File: src/rtl/cn_c2v_gen.sv
// Serial check-node C2V generator: ping-pong buffers of per-edge {sign, col}, then one C2V beat per edge.
// Define CN_C2V_OFFSET_EN for offset-min-sum magnitudes; otherwise plain min-sum.
module cn_c2v_gen #(
    parameter int MSG_WIDTH   = 6,
    parameter int COL_CNT_WID = 7,
    parameter int DEG_MAX     = 32,
    parameter int OFFSET      = 1
) (
    input  logic                           i_clk,
    input  logic                           i_rst,
    input  logic                           i_vld,
    input  logic                           i_sign,
    input  logic [COL_CNT_WID-1:0]         i_col_cnt,
    output logic                           o_in_rdy,
    input  logic                           i_cmp_vld,
    input  logic [2*(MSG_WIDTH-1)-1:0]     i_v2c_abs,
    input  logic [COL_CNT_WID-1:0]         i_v2c_idx,
    input  logic                           i_v2c_sign_tot,
    output logic                           o_c2v_vld,
    input  logic                           i_c2v_rdy,
    output logic [MSG_WIDTH-1:0]           o_c2v,
    output logic [COL_CNT_WID-1:0]         o_c2v_idx,
    output logic                           o_row_done,
    output logic                           o_err_ovf
);
    localparam int ABS_WID = MSG_WIDTH - 1;
    localparam int CNT_WID = $clog2(DEG_MAX + 1);
    localparam int PTR_WID = (DEG_MAX > 1) ? $clog2(DEG_MAX) : 1;

    typedef enum logic [1:0] {ST_IDLE, ST_EMIT, ST_DONE} state_t;

    state_t                 state, state_nxt;
    logic                   sign_mem [2][DEG_MAX];
    logic [COL_CNT_WID-1:0] col_mem  [2][DEG_MAX];
    logic [CNT_WID-1:0]     cnt      [2];
    logic [ABS_WID-1:0]     min1_q   [2];
    logic [ABS_WID-1:0]     min2_q   [2];
    logic [COL_CNT_WID-1:0] idx_q    [2];
    logic [1:0]             sign_tot_q;
    logic [1:0]             full_q;
    logic                   wb, rb;
    logic                   err_ovf_q;
    logic [CNT_WID-1:0]     rcnt;

    logic                   wr_acc, wr_room, close_row, rd_last, rd_start;
    logic [PTR_WID-1:0]     rd_sel;
    logic                   ent_sign;
    logic [COL_CNT_WID-1:0] ent_col;
    logic [ABS_WID-1:0]     mag_raw, mag_adj;
    logic                   sgn;

    assign o_in_rdy  = !full_q[wb];
    assign wr_acc    = i_vld && o_in_rdy;
    assign wr_room   = cnt[wb] != CNT_WID'(DEG_MAX);
    assign close_row = i_cmp_vld && !full_q[wb];
    assign o_err_ovf = err_ovf_q;

    // Write side and bank bookkeeping; a bank is never written while full, so writer and reader never share one
    always_ff @(posedge i_clk) begin
        if (i_rst) begin
            for (int b = 0; b < 2; b++) begin
                for (int e = 0; e < DEG_MAX; e++) begin
                    sign_mem[b][e] <= 1'b0;
                    col_mem[b][e]  <= '0;
                end
                cnt[b]    <= '0;
                min1_q[b] <= '0;
                min2_q[b] <= '0;
                idx_q[b]  <= '0;
            end
            sign_tot_q <= '0;
            full_q     <= '0;
            wb         <= 1'b0;
            rb         <= 1'b0;
            err_ovf_q  <= 1'b0;
        end else begin
            if (wr_acc && wr_room) begin
                sign_mem[wb][cnt[wb][PTR_WID-1:0]] <= i_sign;
                col_mem[wb][cnt[wb][PTR_WID-1:0]]  <= i_col_cnt;
                cnt[wb] <= cnt[wb] + CNT_WID'(1);
            end
            if (wr_acc && !wr_room)
                err_ovf_q <= 1'b1;
            if (close_row) begin
                min1_q[wb]     <= i_v2c_abs[ABS_WID-1:0];
                min2_q[wb]     <= i_v2c_abs[2*ABS_WID-1:ABS_WID];
                idx_q[wb]      <= i_v2c_idx;
                sign_tot_q[wb] <= i_v2c_sign_tot;
                full_q[wb]     <= 1'b1;
                wb             <= ~wb;
            end
            if (state == ST_DONE) begin
                full_q[rb] <= 1'b0;
                cnt[rb]    <= '0;
                rb         <= ~rb;
            end
        end
    end

    assign rd_start = (state == ST_IDLE) && full_q[rb] && (cnt[rb] != '0);
    assign rd_last  = (rcnt + CNT_WID'(1)) == cnt[rb];

    always_ff @(posedge i_clk) begin
        if (i_rst)
            state <= ST_IDLE;
        else
            state <= state_nxt;
    end

    always_comb begin
        state_nxt = state;
        case (state)
            ST_IDLE: if (full_q[rb]) state_nxt = (cnt[rb] == '0) ? ST_DONE : ST_EMIT;
            ST_EMIT: if (o_c2v_vld && i_c2v_rdy && rd_last) state_nxt = ST_DONE;
            ST_DONE: state_nxt = ST_IDLE;
            default: state_nxt = ST_IDLE;
        endcase
    end

    always_comb begin
        o_row_done = (state == ST_DONE);
    end

    // Entry staged into the output registers: entry 0 on start, otherwise the one after rcnt
    always_comb begin
        rd_sel   = (state == ST_IDLE) ? '0 : PTR_WID'(rcnt + CNT_WID'(1));
        ent_sign = sign_mem[rb][rd_sel];
        ent_col  = col_mem[rb][rd_sel];
        mag_raw  = (ent_col == idx_q[rb]) ? min2_q[rb] : min1_q[rb];
`ifdef CN_C2V_OFFSET_EN
        mag_adj  = (mag_raw > ABS_WID'(OFFSET)) ? mag_raw - ABS_WID'(OFFSET) : '0;
`else
        mag_adj  = mag_raw;
`endif
        sgn      = (mag_adj == '0) ? 1'b0 : (sign_tot_q[rb] ^ ent_sign);
    end

`ifndef CN_C2V_OFFSET_EN
    logic unused_offset;
    assign unused_offset = (OFFSET != 0);
`endif

    always_ff @(posedge i_clk) begin
        if (i_rst) begin
            o_c2v_vld <= 1'b0;
            o_c2v     <= '0;
            o_c2v_idx <= '0;
            rcnt      <= '0;
        end else begin
            case (state)
                ST_IDLE: begin
                    if (rd_start) begin
                        o_c2v_vld <= 1'b1;
                        o_c2v     <= {sgn, mag_adj};
                        o_c2v_idx <= ent_col;
                        rcnt      <= '0;
                    end
                end
                ST_EMIT: begin
                    if (o_c2v_vld && i_c2v_rdy) begin
                        if (rd_last) begin
                            o_c2v_vld <= 1'b0;
                        end else begin
                            o_c2v     <= {sgn, mag_adj};
                            o_c2v_idx <= ent_col;
                            rcnt      <= rcnt + CNT_WID'(1);
                        end
                    end
                end
                default: o_c2v_vld <= 1'b0;
            endcase
        end
    end
endmodule

File: config.mk
export PLATFORM = sky130hd
export DESIGN_NAME = cn_c2v_gen
export DESIGN_NICKNAME = d
export VERILOG_FILES = /design/src/rtl/cn_c2v_gen.sv
export SDC_FILE = /design/constraint.sdc
export NUM_CORES = 1
export LEC_CHECK = 0
export BUFFER_PORTS_ARGS = -buffer_cell sky130_fd_sc_hd__buf_2
export CORE_ASPECT_RATIO = 1.75
export CORE_MARGIN = 4
export CORE_UTILIZATION = 32
export CTS_BUF_LIST = sky130_fd_sc_hd__clkbuf_8
export DETAILED_ROUTE_END_ITERATION = 10
export GPL_TIMING_DRIVEN = 0
export PLACE_DENSITY = 0.58
export SLEW_MARGIN = 30
export SYNTH_ARGS = -nofsm -noshare
export SYNTH_HDL_FRONTEND = slang
export SYNTH_SLANG_ARGS = --single-unit
File: constraint.sdc
create_clock -name i_clk -period 4.67 [get_ports i_clk]
set_input_delay 0.934 -clock i_clk [delete_from_list [all_inputs] [get_ports i_clk]]
set_output_delay 0.934 -clock i_clk [all_outputs]
set_load 0.05 [all_outputs]
==> flow_metrics.py, run 1 <==
metrics = {
    "route": {
        "viasPerCell": 5.890,
        "drtAntennaViolNets": 0,
        "wl_per_cell_um": 35.98,
        "firstDrtPassIters": 5,
        "num_vias": 18618,
        "wl_um": 113700,
        "drt_iter0_markers": 2032,
        "drc": 0,
    },
    "run": {
        "cap_viol_max_count": 0,
    },
    "die": {
        "ios": 48,
        "die_height_um": 386.7,
        "die_w_um": 224.4,
        "die_area_um2": 86770,
        "rows": 138,
        "start_util_pct": 32.31,
        "fp.coreArea_um2": 81150,
    },
    "cts": {
        "cts_root_buf": "clkbuf_8",
        "htreeDepth": 3,
        "cts_tree": "done",
        "clk_pin_slew_ns": 0.07,
        "clk_latency_ns": 0.73,
        "clockBufferDepth": 3,
        "postCtsHoldBufs": 0,
        "cts_buffers": 84,
        "cts_sinks": 589,
    },
    "sta": {
        "relSlewSlack_pct": 27.62,
        "worst_slack_ns": -0.1091,
        "maxSlewViolCount": 0,
        "max_freq_mhz": 209.2,
        "grt_setup_unrepaired": "yes",
        "timing_worst_slew_pin_value_ns": 1.086,
        "clock_skew_ns": 0.03603,
        "setup_tns_ns": -0.1091,
        "hold_viol_final": 0,
        "setup_viol": 1,
        "timing.final.crit_share_pct": 102.3,
        "fin_crit_ns": 4.779,
    },
    "global_routing": {
        "antenna_found_initial": 2,
        "grt_pass1_wl_um": 153100,
        "grt_pass1_vias": 18932,
        "grt.overflow.total": 0,
        "grt_usage_pct": 25.60,
        "grt_start_max_net_pins": 32,
    },
    "placed_design": {
        "globalplace.congestion": 1.006,
        "io_buffers": 46,
        "place_inst": 2999,
        "hpwl_um": 81380,
        "placed_area_um2": 28210,
        "dp_slack_ns": -1.027,
    },
    "power_and_ir_drop": {
        "irDropWorstVdd_uv": 250.9,
        "p_leak_nw": 10.33,
        "p_per_area_nw_per_um2": 409.5,
    },
    "setup_path": {
        "startpoint": "rcnt[1]$_SDFFE_PP0P_",
        "cp_cell_sequence": "ha_1 -> xnor2_1 -> nor2_1 -> clkbuf_2 -> o211ai_1 -> a22oi_2 -> o2111ai_2 -> nor4_4 -> buf_4 -> mux4_1 -> o31ai_1 -> o311ai_1",
        "path_max_fanout": 10,
        "path_class": "register to register",
        "worst_path_max_delay_cell": "nor2_1",
        "cpPeakStageDelay_ns": 0.83,
        "r2r_end": "o_c2v[5]$_SDFFE_PP0P_",
        "r2r_setup_slack_ns": -0.11,
        "critPathArrivalTime_ns": 5.36,
        "critPathRequiredTime_ns": 5.25,
        "path_buf_inv": 2,
        "cp-end-kind": "register",
        "r2r_start": "rcnt[1]$_SDFFE_PP0P_",
        "path_depth": 12,
        "r2r_cells": 12,
        "crit_family": "compound AO/OA/AOI/OAI gates",
        "cp-start-kind": "register",
        "crit_end": "o_c2v[5]$_SDFFE_PP0P_",
    },
    "synthesis": {
        "synth_xor_area_share_pct": 0.5964,
        "syn_area_um2": 26220,
        "synth_top_family_by_area": "simple AND/OR/NAND/NOR gates",
        "synth_simple_gate_area_share_pct": 11.77,
        "yosys-mux-area-fraction_pct": 10.88,
        "ys_ff_latch": 589,
        "ys_async_sr_fraction_pct": 0,
        "syn_area_per_cell_um2": 13.85,
        "synth-compound-area-share_pct": 8.063,
        "yosys_warnings": 0,
        "syn-num-nets": 1931,
        "synth_cell_types": 76,
        "synthFlopType": "edfxtp_1",
        "synth-seq-area-share_pct": 65.80,
        "synth_edf_count": 546,
        "syn_inst": 1893,
        "synthAdderAreaFrac_pct": 0.3340,
    },
    "outcome": {
        "violations": "setup timing",
        "outcome": "finished with violations",
    },
    "layout": {
        "fillers": 7761,
        "syn_to_final_growth_pct": 16.24,
        "nNetsFinal": 2079,
        "drive_gt1_share_pct": 22.52,
        "final_area_um2": 30480,
        "finalNonFillerCells": 3161,
    },
    "worst_hold_path": {
        "hp-class": "input pin to register",
    },
}
[placed cells by master, fill, tap and decap left out, types with 24 or more instances in the layout]
cell	synthesis	routed
o21ai_0	29	26
clkbuf_8	0	86
dfxtp_1	43	43
edfxtp_1	546	546
clkbuf_1	75	42
and2_1	87	79
nand2_1	106	103
o21bai_2	1	26
inv_1	9	27
and3_1	30	30
mux4_2	79	79
nor2_1	301	297
buf_2	31	59
a21oi_1	47	46
nand3_1	25	24
mux2i_1	77	74
o22ai_1	27	25
[cell families after synthesis]
logic type	Yosys count
buf+inv	144
fa+ha+maj	7
flops	589
simple gates	659
compound gates	298
mux	179
xor+xnor	17
[synthesized netlist by cell type (14+ instances only)]
library cell  number  area share, %
edfxtp_1         546             63
nor2_1           301            4.3
nand2_1          106            1.5
and2_1            87            2.1
mux4_2            79            6.8
mux2i_1           77            2.9
clkbuf_1          75            1.1
o21bai_1          57            1.6
a21oi_1           47           0.90
dfxtp_1           43            3.3
buf_2             31           0.59
and3_1            30           0.72
o21ai_0           29           0.55
nor3_1            27           0.52
o22ai_1           27           0.64
nand3_1           25           0.48
a211oi_1          20           0.57
mux2_2            19           0.82
a2bb2oi_1         17           0.57
nand2b_1          14           0.33
[state kept, by name, summed over array words and instances, names as in the netlist, named ones only]
| name | flops |
|---|---|
| rb | 1 |
| wb | 1 |
| sign_tot_q | 2 |
| full_q | 2 |
| sign_mem | 64 |
| state | 2 |
| min1_q | 10 |
| o_c2v | 6 |
| o_err_ovf | 1 |
| o_c2v_idx | 7 |
| min2_q | 10 |
| o_c2v_vld | 1 |
| cnt | 12 |
| col_mem | 448 |
| rcnt | 6 |
| idx_q | 14 |
[stage by stage]
| step | utilization, % | power, W | hold WS (ns) |
|---|---|---|---|
| global placement | 34.22 | 0.008220 | 0.4505 |
| CTS | 37.21 | 0.01240 | 0.4259 |
| global route | 37.56 | 0.01276 | 0.4888 |
| detailed placement | 34.76 | 0.008280 | 0.4616 |
| finish | 37.56 | 0.01248 | 0.4653 |
| floorplan | - | 0.007325 | 0.4596 |
[worst min path at each step]
| stage | startpoint | to | depth (start not counted) | slack [ns] |
|---|---|---|---|---|
| after global routing | i_vld | o_err_ovf$_SDFFE_PP0P_ | 3 | 0.49 |
| final | i_v2c_sign_tot | sign_tot_q[1]$_SDFFE_PP0P_ | 3 | 0.47 |
| after floorplan | sign_tot_q[0]$_SDFFE_PP0P_ | sign_tot_q[0]$_SDFFE_PP0P_ | 2 | 0.46 |
| after detailed placement | o_err_ovf$_SDFFE_PP0P_ | o_err_ovf$_SDFFE_PP0P_ | 2 | 0.46 |
| after global placement | o_err_ovf$_SDFFE_PP0P_ | o_err_ovf$_SDFFE_PP0P_ | 2 | 0.45 |
| after CTS | i_vld | o_err_ovf$_SDFFE_PP0P_ | 3 | 0.43 |
[where the power goes]
| part | internal (W) | switching, W | total (W) |
|---|---|---|---|
| sequential | 0.00607 | 0.0000964 | 0.00616 |
| clock | 0.00201 | 0.00214 | 0.00415 |
| combinational | 0.000681 | 0.00149 | 0.00217 |
| total | 0.00876 | 0.00372 | 0.0125 |
[area by class of cell]
| class | instances | area, µm² | share of cell area [%] |
|---|---|---|---|
| timing repair buffer | 65 | 525.5 | 1.724 |
| sequential | 589 | 17260 | 56.61 |
| clock inverter | 68 | 442.9 | 1.453 |
| clock buffer | 86 | 1184 | 3.883 |
| multi-input combinational | 1160 | 8881 | 29.13 |
| tap | 1050 | 1314 | 4.310 |
| inverter | 10 | 37.54 | 0.1231 |
| antenna | 2 | 5.005 | 0.01642 |
| buffer | 131 | 837.1 | 2.746 |
[tightest hold or removal path: stages]
cell	delay, ns
buf_2	0.09
mux2i_1	0.06
nor2_1	0.07
[layer usage]
layer  wire length [µm]  part of all wire, %  global-route usage [%]
met5                  0                    0                       0
met1              36400                   32                   26.81
met2              55650                   49                   43.13
met4              13090                   12                   23.36
met3               8589                  7.6                   4.605
[repair_timing]
action / 4_1_cts / 5_1_grt
cloned: 0 / 0
setup buffers: 9 / 0
pin swaps: 7 / 5
resized for setup: 71 / 76
endpoints found under the setup margin: 120 / 165
(Power assumes the default switching activity.)
==> inputs of run 2 (changes only) <==
==> constraint.sdc (replaced) <==
create_clock -name i_clk -period 4.67 [get_ports i_clk]
set_input_delay 0.934 -clock i_clk [delete_from_list [all_inputs] [get_ports i_clk]]
set_output_delay 0.934 -clock i_clk [all_outputs]
set_load 0.1 [all_outputs]
==> run 2 against run 1 <==
Maximum frequency rose by 0.15%; flip-flop and latch count unchanged; sequential power about the same; the flow still finishes with violations (setup timing); via count is 0.31% higher; critical path depth grew 3; sequential share of layout area up 0.25 points; combinational power barely moved; setup slack improved by 0.0070 ns; critical endpoint unchanged; cell area fell by 0.44%; first-iteration DRC count up 5.8%; non-clock buffer count rose by 2.
==> flow_metrics.py, run 2 (synthesis results as in run 1) <==
metrics = {
    "outcome": {
        "outcome": "finished with violations",
        "violations": "setup timing",
    },
    "layout": {
        "final_util_pct": 37.40,
        "final_area_um2": 30350,
        "final_common_cell": "edfxtp_1",
        "nNetsFinal": 2079,
        "fillers": 7823,
        "syn_to_final_growth_pct": 15.73,
        "reg_top3": "col_mem: 448 flops, sign_mem: 64 flops, idx_q: 14 flops",
        "top_register": "col_mem",
        "largest_reg_flops": 448,
        "layout_common_cells": "edfxtp_1, nor2_1, nand2_1, clkbuf_8",
        "drive_gt1_share_pct": 22.74,
    },
    "setup_path": {
        "worst_path_max_delay_cell": "buf_2",
        "critPathRequiredTime_ns": 5.26,
        "cp_cell_sequence": "buf_2 -> buf_4 -> buf_2 -> clkbuf_4 -> mux2i_1 -> a21oi_1 -> o21ai_0 -> o211ai_1 -> a22oi_2 -> o2111ai_2 -> nor4_4 -> buf_4 -> mux4_2 -> o31ai_1 -> o311ai_1",
        "path_max_fanout": 10,
        "cp-end-kind": "register",
        "path_class": "register to register",
        "cpPeakStageDelay_ns": 0.53,
        "r2r_end": "o_c2v[5]$_SDFFE_PP0P_",
        "r2r_start": "rcnt[0]$_SDFFE_PP0P_",
        "crit_family": "buffers and inverters",
        "critPathArrivalTime_ns": 5.36,
        "r2r_cells": 15,
        "path_buf_inv": 5,
        "cp-start-kind": "register",
        "r2r_setup_slack_ns": -0.10,
        "startpoint": "rcnt[0]$_SDFFE_PP0P_",
    },
    "die": {
        "ios": 48,
        "rows": 138,
        "die_w_um": 224.4,
        "die_height_um": 386.7,
        "fp.coreArea_um2": 81150,
        "start_util_pct": 32.31,
        "die_area_um2": 86770,
    },
    "power_and_ir_drop": {
        "power_frac_seq_pct": 49.4,
        "p_int_w": 0.008716,
        "comb_power_share_pct": 17.6,
        "p_per_area_nw_per_um2": 410.9,
        "p_sw_share_pct": 30.11,
        "power.switching_w": 0.003755,
        "irDropWorstVdd_uv": 240.1,
        "p_leak_nw": 10.31,
        "clock_power_share_pct": 33.0,
    },
    "route": {
        "viasPerCell": 5.923,
        "num_vias": 18676,
        "wl_per_cell_um": 36.30,
        "wl_um": 114400,
        "drc": 0,
        "firstDrtPassIters": 6,
        "drtAntennaViolNets": 0,
        "drt_iter0_markers": 2149,
    },
    "cts": {
        "htreeDepth": 3,
        "clk_pin_slew_ns": 0.07,
        "cts_buffers": 82,
        "cts_sinks": 589,
        "clk_latency_ns": 0.74,
        "cts_tree": "done",
        "cts_root_buf": "clkbuf_8",
        "clockBufferDepth": 3,
    },
    "sta": {
        "fin_crit_ns": 4.772,
        "max_freq_mhz": 209.6,
        "worst_slack_ns": -0.1020,
        "timing.final.crit_share_pct": 102.2,
        "relSlewSlack_pct": 28.34,
        "hold_ws_ns": 0.4791,
        "maxSlewViolCount": 0,
        "hold_viol_final": 0,
        "timing_worst_slew_pin_value_ns": 1.064,
        "setup_viol": 1,
        "grt_setup_unrepaired": "yes",
        "clock_skew_ns": 0.03118,
    },
    "placed_design": {
        "dp_slack_ns": -1.093,
        "globalplace.congestion": 0.9860,
        "hpwl_um": 82080,
        "io_buffers": 46,
        "placed_area_um2": 28210,
    },
    "global_routing": {
        "grt_usage_pct": 25.68,
        "grt_pass1_vias": 18989,
        "grt.overflow.total": 0,
        "antenna_found_initial": 4,
        "grt_pass1_wl_um": 153600,
        "grt_start_max_net_pins": 32,
    },
    "worst_hold_path": {
        "holdPathEnd": "o_err_ovf$_SDFFE_PP0P_",
        "whs_path_depth": 3,
        "min-delay-start": "i_vld",
        "hp-class": "input pin to register",
    },
    "run": {
        "cap_viol_max_count": 0,
    },
}
[run 2: cell types whose count changed in the layout (fill, tap and decap cells not counted), moves of 3 or more]
cell	change
clkbuf_2	+3
inv_1	+3
nor2_2	+3
o21bai_2	+5
clkinvlp_4	-4
clkinv_1	-7
o21bai_4	-4
buf_2	+5
buf_4	+5
inv_8	+3
clkbuf_4	-7
[run 2: area by class of cell]
class                           instances  area [µm²]  share of cell area, %
Antenna cell                            1       2.502               0.008245
Buffer                                134       792.0                  2.610
Clock buffer                           85        1170                  3.855
Clock inverter                         60       416.7                  1.373
Inverter                               10       37.54                 0.1237
Multi-Input combinational cell       1160        8853                  29.17
Sequential cell                       589       17260                  56.86
Tap cell                             1050        1314                  4.329
Timing Repair Buffer                   64       506.7                  1.670
[run 2: how the worst max path moves through the flow]
| stage | slack, ns | depth (start not counted) | end |
|---|---|---|---|
| 3_5_place_dp | -1.09 | 15 | o_c2v[5]$_SDFFE_PP0P_ |
| 2_1_floorplan | 0.43 | 9 | col_mem[0][168]$_SDFFCE_PN0P_ |
| 3_3_place_gp | -3.00 | 13 | o_c2v[5]$_SDFFE_PP0P_ |
| 4_1_cts | -0.15 | 14 | o_c2v[5]$_SDFFE_PP0P_ |
| 5_1_grt | -0.04 | 12 | col_mem[1][86]$_DFFE_PP_ |
| 6_report | -0.10 | 15 | o_c2v[5]$_SDFFE_PP0P_ |
[run 2: stage by stage]
stage / power, W / cells / setup TNS [ns]
2_1_floorplan: 0.007385 / 1893 / 0
3_3_place_gp: 0.008271 / 2989 / -122.79
3_5_place_dp: 0.008335 / 2999 / -49.84
4_1_cts: 0.01239 / 3149 / -1.278
5_1_grt: 0.01272 / 3153 / -0.4581
6_report: 0.01247 / 3153 / -0.1020
[run 2: power groups by stage]
stage / Sequential [W] / Clock, W / Combinational, W
6_report: 0.00616 / 0.00412 / 0.00219
5_1_grt: 0.00618 / 0.00434 / 0.00220
4_1_cts: 0.00616 / 0.00412 / 0.00211
3_5_place_dp: 0.00627 / 0 / 0.00206
3_3_place_gp: 0.00626 / 0 / 0.00201
2_1_floorplan: 0.00632 / 0 / 0.00106
[run 2: worst register-to-register path: cells and delay by family, from the launching register on]
kind | cells | cell delay, ns
AOI/OAI and AO/OA | 7 | 1.57
buffers and inverters | 5 | 1.90
DFF | 1 | 0.33
muxes | 2 | 0.57
and+or+nand+nor | 1 | 0.27
[run 2: metal layers]
metal / routed length [µm] / global-route usage (%) / vias to the layer above
met1: 36720 / 26.47 / 9458
met2: 56680 / 43.76 / 1265
met3: 8570 / 4.908 / 447
met5: 13 / 0 / -
met4: 12460 / 22.95 / 2
li1: - / - / 7504
[run 2: what timing repair did]
| action | in CTS | in global routing |
|---|---|---|
| hold buffers | 0 | 0 |
| setup buffers | 5 | 3 |
| setup endpoints to repair | 194 | 236 |
| gates resized for setup | 66 | 59 |
| pin swaps | 3 | 4 |
